File: src/rtl/tia_pkg.sv
// ---------------------------------------------------------------------------
// tia_pkg
//
// Shared definitions for the TIA horizontal phase sequencer:
//   - END_CNT_DEFAULT : default last horizontal LFSR value before wrap
//   - ph_oh_e         : one-hot phase encodings (phase 0..3)
//   - lfsr_step()     : one step of the 6-bit horizontal polynomial counter
// ---------------------------------------------------------------------------
package tia_pkg;

   // Last LFSR value of a line; the count after it is forced back to zero.
   localparam logic [5:0] END_CNT_DEFAULT = 6'b010100;

   // Width of the horizontal counter.
   localparam int HCNT_W = 6;

   // One-hot phase state. Bit 0 drives s1, bit 2 drives s2; bits 1 and 3
   // are the guard phases that keep the two clocks apart.
   typedef enum logic [3:0] {
      PH_0 = 4'b0001,
      PH_1 = 4'b0010,
      PH_2 = 4'b0100,
      PH_3 = 4'b1000
   } ph_oh_e;

   // XNOR-feedback shift: new LSB is the inverted XOR of the top two bits.
   // All-zero is a legal state for XNOR feedback, so the counter can start
   // from 000000 after reset or resync.
   function automatic logic [HCNT_W-1:0] lfsr_step(input logic [HCNT_W-1:0] h);
      lfsr_step = {h[4:0], ~(h[5] ^ h[4])};
   endfunction

endpackage : tia_pkg

File: src/rtl/tia_hlfsr.sv
// ---------------------------------------------------------------------------
// tia_hlfsr
//
// Horizontal polynomial counter with end-of-line decode.
//
// Ports:
//   clk    in   color clock
//   rst_n  in   asynchronous active-low reset
//   adv    in   advance request (edge leaving phase 3)
//   clr    in   synchronous clear (resync); has priority over adv
//   hcount out  6-bit LFSR count
//   wrap   out  registered one-clk pulse, high while hcount holds the
//               000000 that was just loaded by an end-of-line wrap
// ---------------------------------------------------------------------------
module tia_hlfsr
   import tia_pkg::*;
#(
   parameter logic [5:0] END_CNT = END_CNT_DEFAULT
) (
   input  logic              clk,
   input  logic              rst_n,
   input  logic              adv,
   input  logic              clr,
   output logic [HCNT_W-1:0] hcount,
   output logic              wrap
);

   logic [HCNT_W-1:0] hcount_nxt;
   logic              wrap_nxt;
   logic              at_end;

   assign at_end = (hcount == END_CNT);

   // wrap is only ever set on an advancing edge; every other edge clears
   // it, which makes it exactly one clk wide (the following phase 0).
   always_comb begin
      hcount_nxt = hcount;
      wrap_nxt   = 1'b0;
      if (clr) begin
         // Resync wins over a coincident wrap: count cleared, no pulse.
         hcount_nxt = '0;
         wrap_nxt   = 1'b0;
      end else if (adv) begin
         if (at_end) begin
            hcount_nxt = '0;
            wrap_nxt   = 1'b1;
         end else begin
            hcount_nxt = lfsr_step(hcount);
         end
      end
   end

   always_ff @(posedge clk or negedge rst_n) begin
      if (!rst_n) begin
         hcount <= '0;
         wrap   <= 1'b0;
      end else begin
         hcount <= hcount_nxt;
         wrap   <= wrap_nxt;
      end
   end

endmodule : tia_hlfsr

File: src/rtl/tia_hphase_seq.sv
// ---------------------------------------------------------------------------
// tia_hphase_seq
//
// Four-phase two-clock generator for the TIA horizontal logic, plus the
// horizontal LFSR counter that advances once per four color clocks.
//
// Ports:
//   clk    in   color clock
//   rst_n  in   asynchronous active-low reset
//   rsync  in   synchronous resync strobe (forces phase 0, count 0)
//   s1     out  phase-1 clock, one clk high per 4-clk period (phase 0)
//   s2     out  phase-2 clock, one clk high per 4-clk period (phase 2)
//   phase  out  binary phase index 0..3
//   hcount out  6-bit horizontal LFSR count
//   wrap   out  one-clk start-of-line pulse, coincident with s1
// ---------------------------------------------------------------------------
module tia_hphase_seq
   import tia_pkg::*;
#(
   parameter logic [5:0] END_CNT = END_CNT_DEFAULT
) (
   input  logic              clk,
   input  logic              rst_n,
   input  logic              rsync,
   output logic              s1,
   output logic              s2,
   output logic [1:0]        phase,
   output logic [HCNT_W-1:0] hcount,
   output logic              wrap
);

   ph_oh_e ph_q;
   ph_oh_e ph_nxt;
   logic   adv;

   // Next phase: rotate one position per edge. Any pattern outside the
   // four legal one-hot codes falls to the default and restarts at PH_0.
   always_comb begin
      ph_nxt = PH_0;
      if (rsync) begin
         ph_nxt = PH_0;
      end else begin
         case (ph_q)
            PH_0:    ph_nxt = PH_1;
            PH_1:    ph_nxt = PH_2;
            PH_2:    ph_nxt = PH_3;
            PH_3:    ph_nxt = PH_0;
            default: ph_nxt = PH_0;
         endcase
      end
   end

   always_ff @(posedge clk or negedge rst_n) begin
      if (!rst_n) begin
         ph_q <= PH_0;
      end else begin
         ph_q <= ph_nxt;
      end
   end

   // Clocks come straight off the state flops so they are glitch-free;
   // phases 1 and 3 keep them at least one clk apart on both sides.
   assign s1 = ph_q[0];
   assign s2 = ph_q[2];

   always_comb begin
      phase = 2'd0;
      case (ph_q)
         PH_1:    phase = 2'd1;
         PH_2:    phase = 2'd2;
         PH_3:    phase = 2'd3;
         default: phase = 2'd0;
      endcase
   end

   // The counter steps on the edge leaving phase 3, unless a resync on the
   // same edge is clearing everything.
   assign adv = ph_q[3] & ~rsync;

   tia_hlfsr #(
      .END_CNT (END_CNT)
   ) u_hlfsr (
      .clk    (clk),
      .rst_n  (rst_n),
      .adv    (adv),
      .clr    (rsync),
      .hcount (hcount),
      .wrap   (wrap)
   );

endmodule : tia_hphase_seq

File: config.mk
export PLATFORM = sky130hd
export DESIGN_NAME = tia_hphase_seq
export DESIGN_NICKNAME = d
export VERILOG_FILES = /design/src/rtl/tia_pkg.sv /design/src/rtl/tia_hlfsr.sv /design/src/rtl/tia_hphase_seq.sv
export SDC_FILE = /design/constraint.sdc
export NUM_CORES = 1
export LEC_CHECK = 0
export ABC_AREA = 1
export CAP_MARGIN = 20
export CORE_AREA = 2 2 39 41
export CTS_CLUSTER_DIAMETER = 50
export DETAILED_ROUTE_END_ITERATION = 12
export DIE_AREA = 0 0 41 43
export GPL_TIMING_DRIVEN = 0
export HOLD_SLACK_MARGIN = 0.05
export PLACE_DENSITY = 0.77
export SKIP_CTS_REPAIR_TIMING = 1
export SLEW_MARGIN = 30
export SYNTH_ARGS = -nofsm -noshare
export SYNTH_HDL_FRONTEND = slang
export SYNTH_HIERARCHICAL = 1
export SYNTH_SLANG_ARGS = --single-unit
File: constraint.sdc
create_clock -name clk -period 1.3 [get_ports clk]
set_clock_uncertainty 0.2 [all_clocks]
set_input_delay 0.195 -clock clk [delete_from_list [all_inputs] [get_ports clk]]
set_output_delay 0.195 -clock clk [all_outputs]
set_load 0.02 [all_outputs]
==> flow_results.org <==
** Status
- Status :: finished, violations left
- The final reports fail on negative setup slack.

** Timing
- Max Slew Vio Count :: 0
- The smallest clock period supported by the final layout is computed as 1580 ps.
- Final worst path period share :: 121%
- In this run the tightest slew margin relative to its limit is 67.9%.
- RSZ-0062 raised after global routing :: true
- The tightest hold path in the finished design has a slack of 53.2 ps.
- Final-report hold violation count :: 0
- Maximum clock frequency :: 0.634 GHz
- Worst path setup slack after routing :: -277 ps
- For the pin with the worst max-slew slack, the measured transition is 480 ps.
- Setup violations remaining at the end of the flow were counted as 7.

** Clock tree
- In this run the number of H-tree levels came out at 1.
- Largest buffer count on any clock path :: 2
- Clock-pin slew was measured on the worst setup and hold paths at 70 ps.
- TritonCTS built the clock tree.
- Clock Latency Late Sink :: 260 ps
- CTS root buffer :: clkbuf_4
- TritonCTS created 3 clock buffers.
- Counting every sink on the clock net gives 11.

** Power and ir drop
- Gate power share :: 16.0%
- Power spread over the standard cell area amounts to 959 mW/mm2.
- Switching Share :: 26.9%
- Internal power summed over all cells :: 0.527 mW
- Pleak :: 0.430 nW
- Summed over all nets, the switching power comes to 0.194 mW.
- VDD sags by at most 490 uV.
- Total Power Consumption :: 0.721 mW
- Share of total power in the clock network :: 32.0%
- Of the total power, registers draw 52.0%.

** Logic synthesis
- Yosys warnings :: 6
- After synthesis the cells add up to 515 um2.
- The commonest cells after synthesis are nand2_1, inv_1, nor2_1.
- Summed over all instances, the cell type with the most area after synthesis is dfrtp_1.
- In this run, synthesis inferred 0 flip-flops with an integrated enable.
- The netlist uses 13 different library cells.
- The synthesized design contains 11 register bits.
- In this run the biggest area consumer among cell types represents 48.5% of the synthesized area.
- Post-synth net total :: 65
- Part of the Yosys area used for sequential elements :: 53.6%
- Main synth FF type :: dfrtp_1
- In the post-synthesis netlist, the biggest area contributors are dfrtp_1, nand2_1, inv_1.
- In the synthesized netlist, the number of instances is 61.
- For this run, asynchronously set or reset flops after synthesis account for 100%.
- Most repeated cell in the gate-level netlist after synthesis :: nand2_1
- Each instance of the synthesized netlist takes up on average 8.45 um2.

** Worst setup path
- STA puts the critical path data arrival time at 1180 ps.
- The setup check on the worst reg-to-reg path leaves a slack of -20 ps.
- Critical path type :: flop to output pin
- Capture instance of the worst register-to-register path :: u_hlfsr/hcount[1]
- The number of cells on the worst reg-to-reg path is 6.
- Element type at the critical path end :: output pin
- Worst reg2reg startpoint :: ph_q[3]
- In this run the worst path has a maximum fanout of 3.
- Setup crit start kind :: flop
- Required time worst endpoint :: 900 ps

** Die
- Cell Rows :: 14
- The die is 43 um tall.
- Floorplan Core Area :: 0.00138 mm2
- I/O Pins :: 14
- The die covers 0.00176 mm2.
- The initial utilization of the core area, before any placement, comes to 37.3%.
- The die is 41 um wide.

** Job
- Across the run, the number of max-cap violations was 0.

** Place
- Final GP Congestion :: 0.757
- The count of buffers added on input and output ports is 13.
- HPWL after detailed placement :: 704 um

** Detailed routing
- The routed layout has 462 vias.
- In the routed design, unresolved DRC markers number 0.
- Number of detailed-route iterations in the first pass :: 4
- Dividing the detail-routed wire length by the instance count gives 11.2 um.
- The count of nets left with antenna violations once routing finished came out at 0.
- The routed design has 1.10 mm of wire.
- After detailed routing, the number of vias per cell comes to 4.71.
- Drt first-iter violations :: 7

** Cells and area
- From synthesis to final layout, the design area changed by 45.9%.
- Sequential cell area :: 277 um2
- In the final layout, the share of cells above drive strength 1 is 40.2%.
- Inserted Diodes :: 0
- The layout has 132 filler cells.
- At the end of the flow, the number of nets in the layout was 87.
- Combined area of the multi-input logic cells :: 235 um2

** Global routing
- Largest net degree at the start of global routing :: 12
- Via count of the first global-routing pass :: 357
- Total gr overflow :: 0
- All-Layer GR Usage :: 12.3%
- The initial antenna violation count was 0.
- The first global-routing pass estimated 1.41 mm of wire.

** Hold path
- The min-delay analysis places its worst path in the category input pin to async pin.
==> per-stage QoR <==
| stage | instances | TNS (ps) | setup slack [ps] | area, um2 | utilization [%] |
|---|---|---|---|---|---|
| 3_5_place_dp | 90 | -4040 | -413 | 666 | 48.1 |
| 6_report | 98 | -662 | -277 | 752 | 54.3 |
| 4_1_cts | 94 | -5430 | -713 | 692 | 50.0 |
| 2_1_floorplan | 61 | 0 | 22.3 | 515 | - |
| 3_3_place_gp | 90 | -3880 | -399 | 666 | 48.1 |
| 5_1_grt | 98 | -1080 | -334 | 752 | 54.3 |
==> placed cells by master (no fill, tap or decap), types with 2 or more instances in the layout <==
cell and instances:
nand2_1 10, inv_1 9, nor2_1 9, buf_4 3, clkbuf_2 5, clkbuf_4 3, nor2_4 3, inv_2 2
dfrtp_1 10, buf_6 3, nand2_2 2, nand3_1 3, nand3_2 3, nor2_2 2, dlymetal6s2s_1 4, o21ai_2 2
==> sequential cells by signal (all words and copies together), names as in the netlist <==
register        count
ph_q                4
u_hlfsr/hcount      6
u_hlfsr/wrap        1
==> critical path, cell delays in order, from the launching register on <==
cell     delay [ps]
dfstp_2         580
nor2_4           50
nand2_2          90
nand2_1          50
buf_2           150
==> final cells by class <==
type	count	area share, %
clock buffers	4	3.49
inverters	12	6.32
multi-input cells	38	31.3
flip-flops and latches	11	36.8
well taps	16	2.66
repair buffers	17	19.5
==> power groups by stage <==
stage | clock [mW] | sequential [mW] | combinational (mW)
final | 0.231 | 0.375 | 0.115
after global placement | 0 | 0.373 | 0.0925
after global routing | 0.261 | 0.376 | 0.126
after floorplan | 0 | 0.383 | 0.0434
after detailed placement | 0 | 0.374 | 0.0941
after CTS | 0.240 | 0.367 | 0.0944
==> routing by layer <==
metal  global-route usage, %  vias up  part of all wire, %
li1                        -      226                    -
met1                    15.5      222                   42
met2                    17.8       12                   52
met3                    3.14        2                  4.7
met4                    8.00        0                  1.4
met5                       0        -                    0
==> how the worst max path moves through the flow <==
stage / depth (start not counted) / to / startpoint
2_1_floorplan: 3 / phase[1] / ph_q[0]
3_3_place_gp: 4 / phase[0] / ph_q[3]
3_5_place_dp: 4 / phase[1] / ph_q[1]
4_1_cts: 4 / phase[1] / ph_q[1]
5_1_grt: 4 / phase[1] / ph_q[0]
6_report: 4 / phase[1] / ph_q[0]
==> cell families after synthesis <==
family | synth area share [%]
AO/OA/AOI/OAI | 5.83
adder cells (fa/ha/maj) | 2.43
buffers and inverters | 8.74
flip-flops | 53.6
AND/OR/NAND/NOR | 29.4
(Power assumes the default switching activity.)
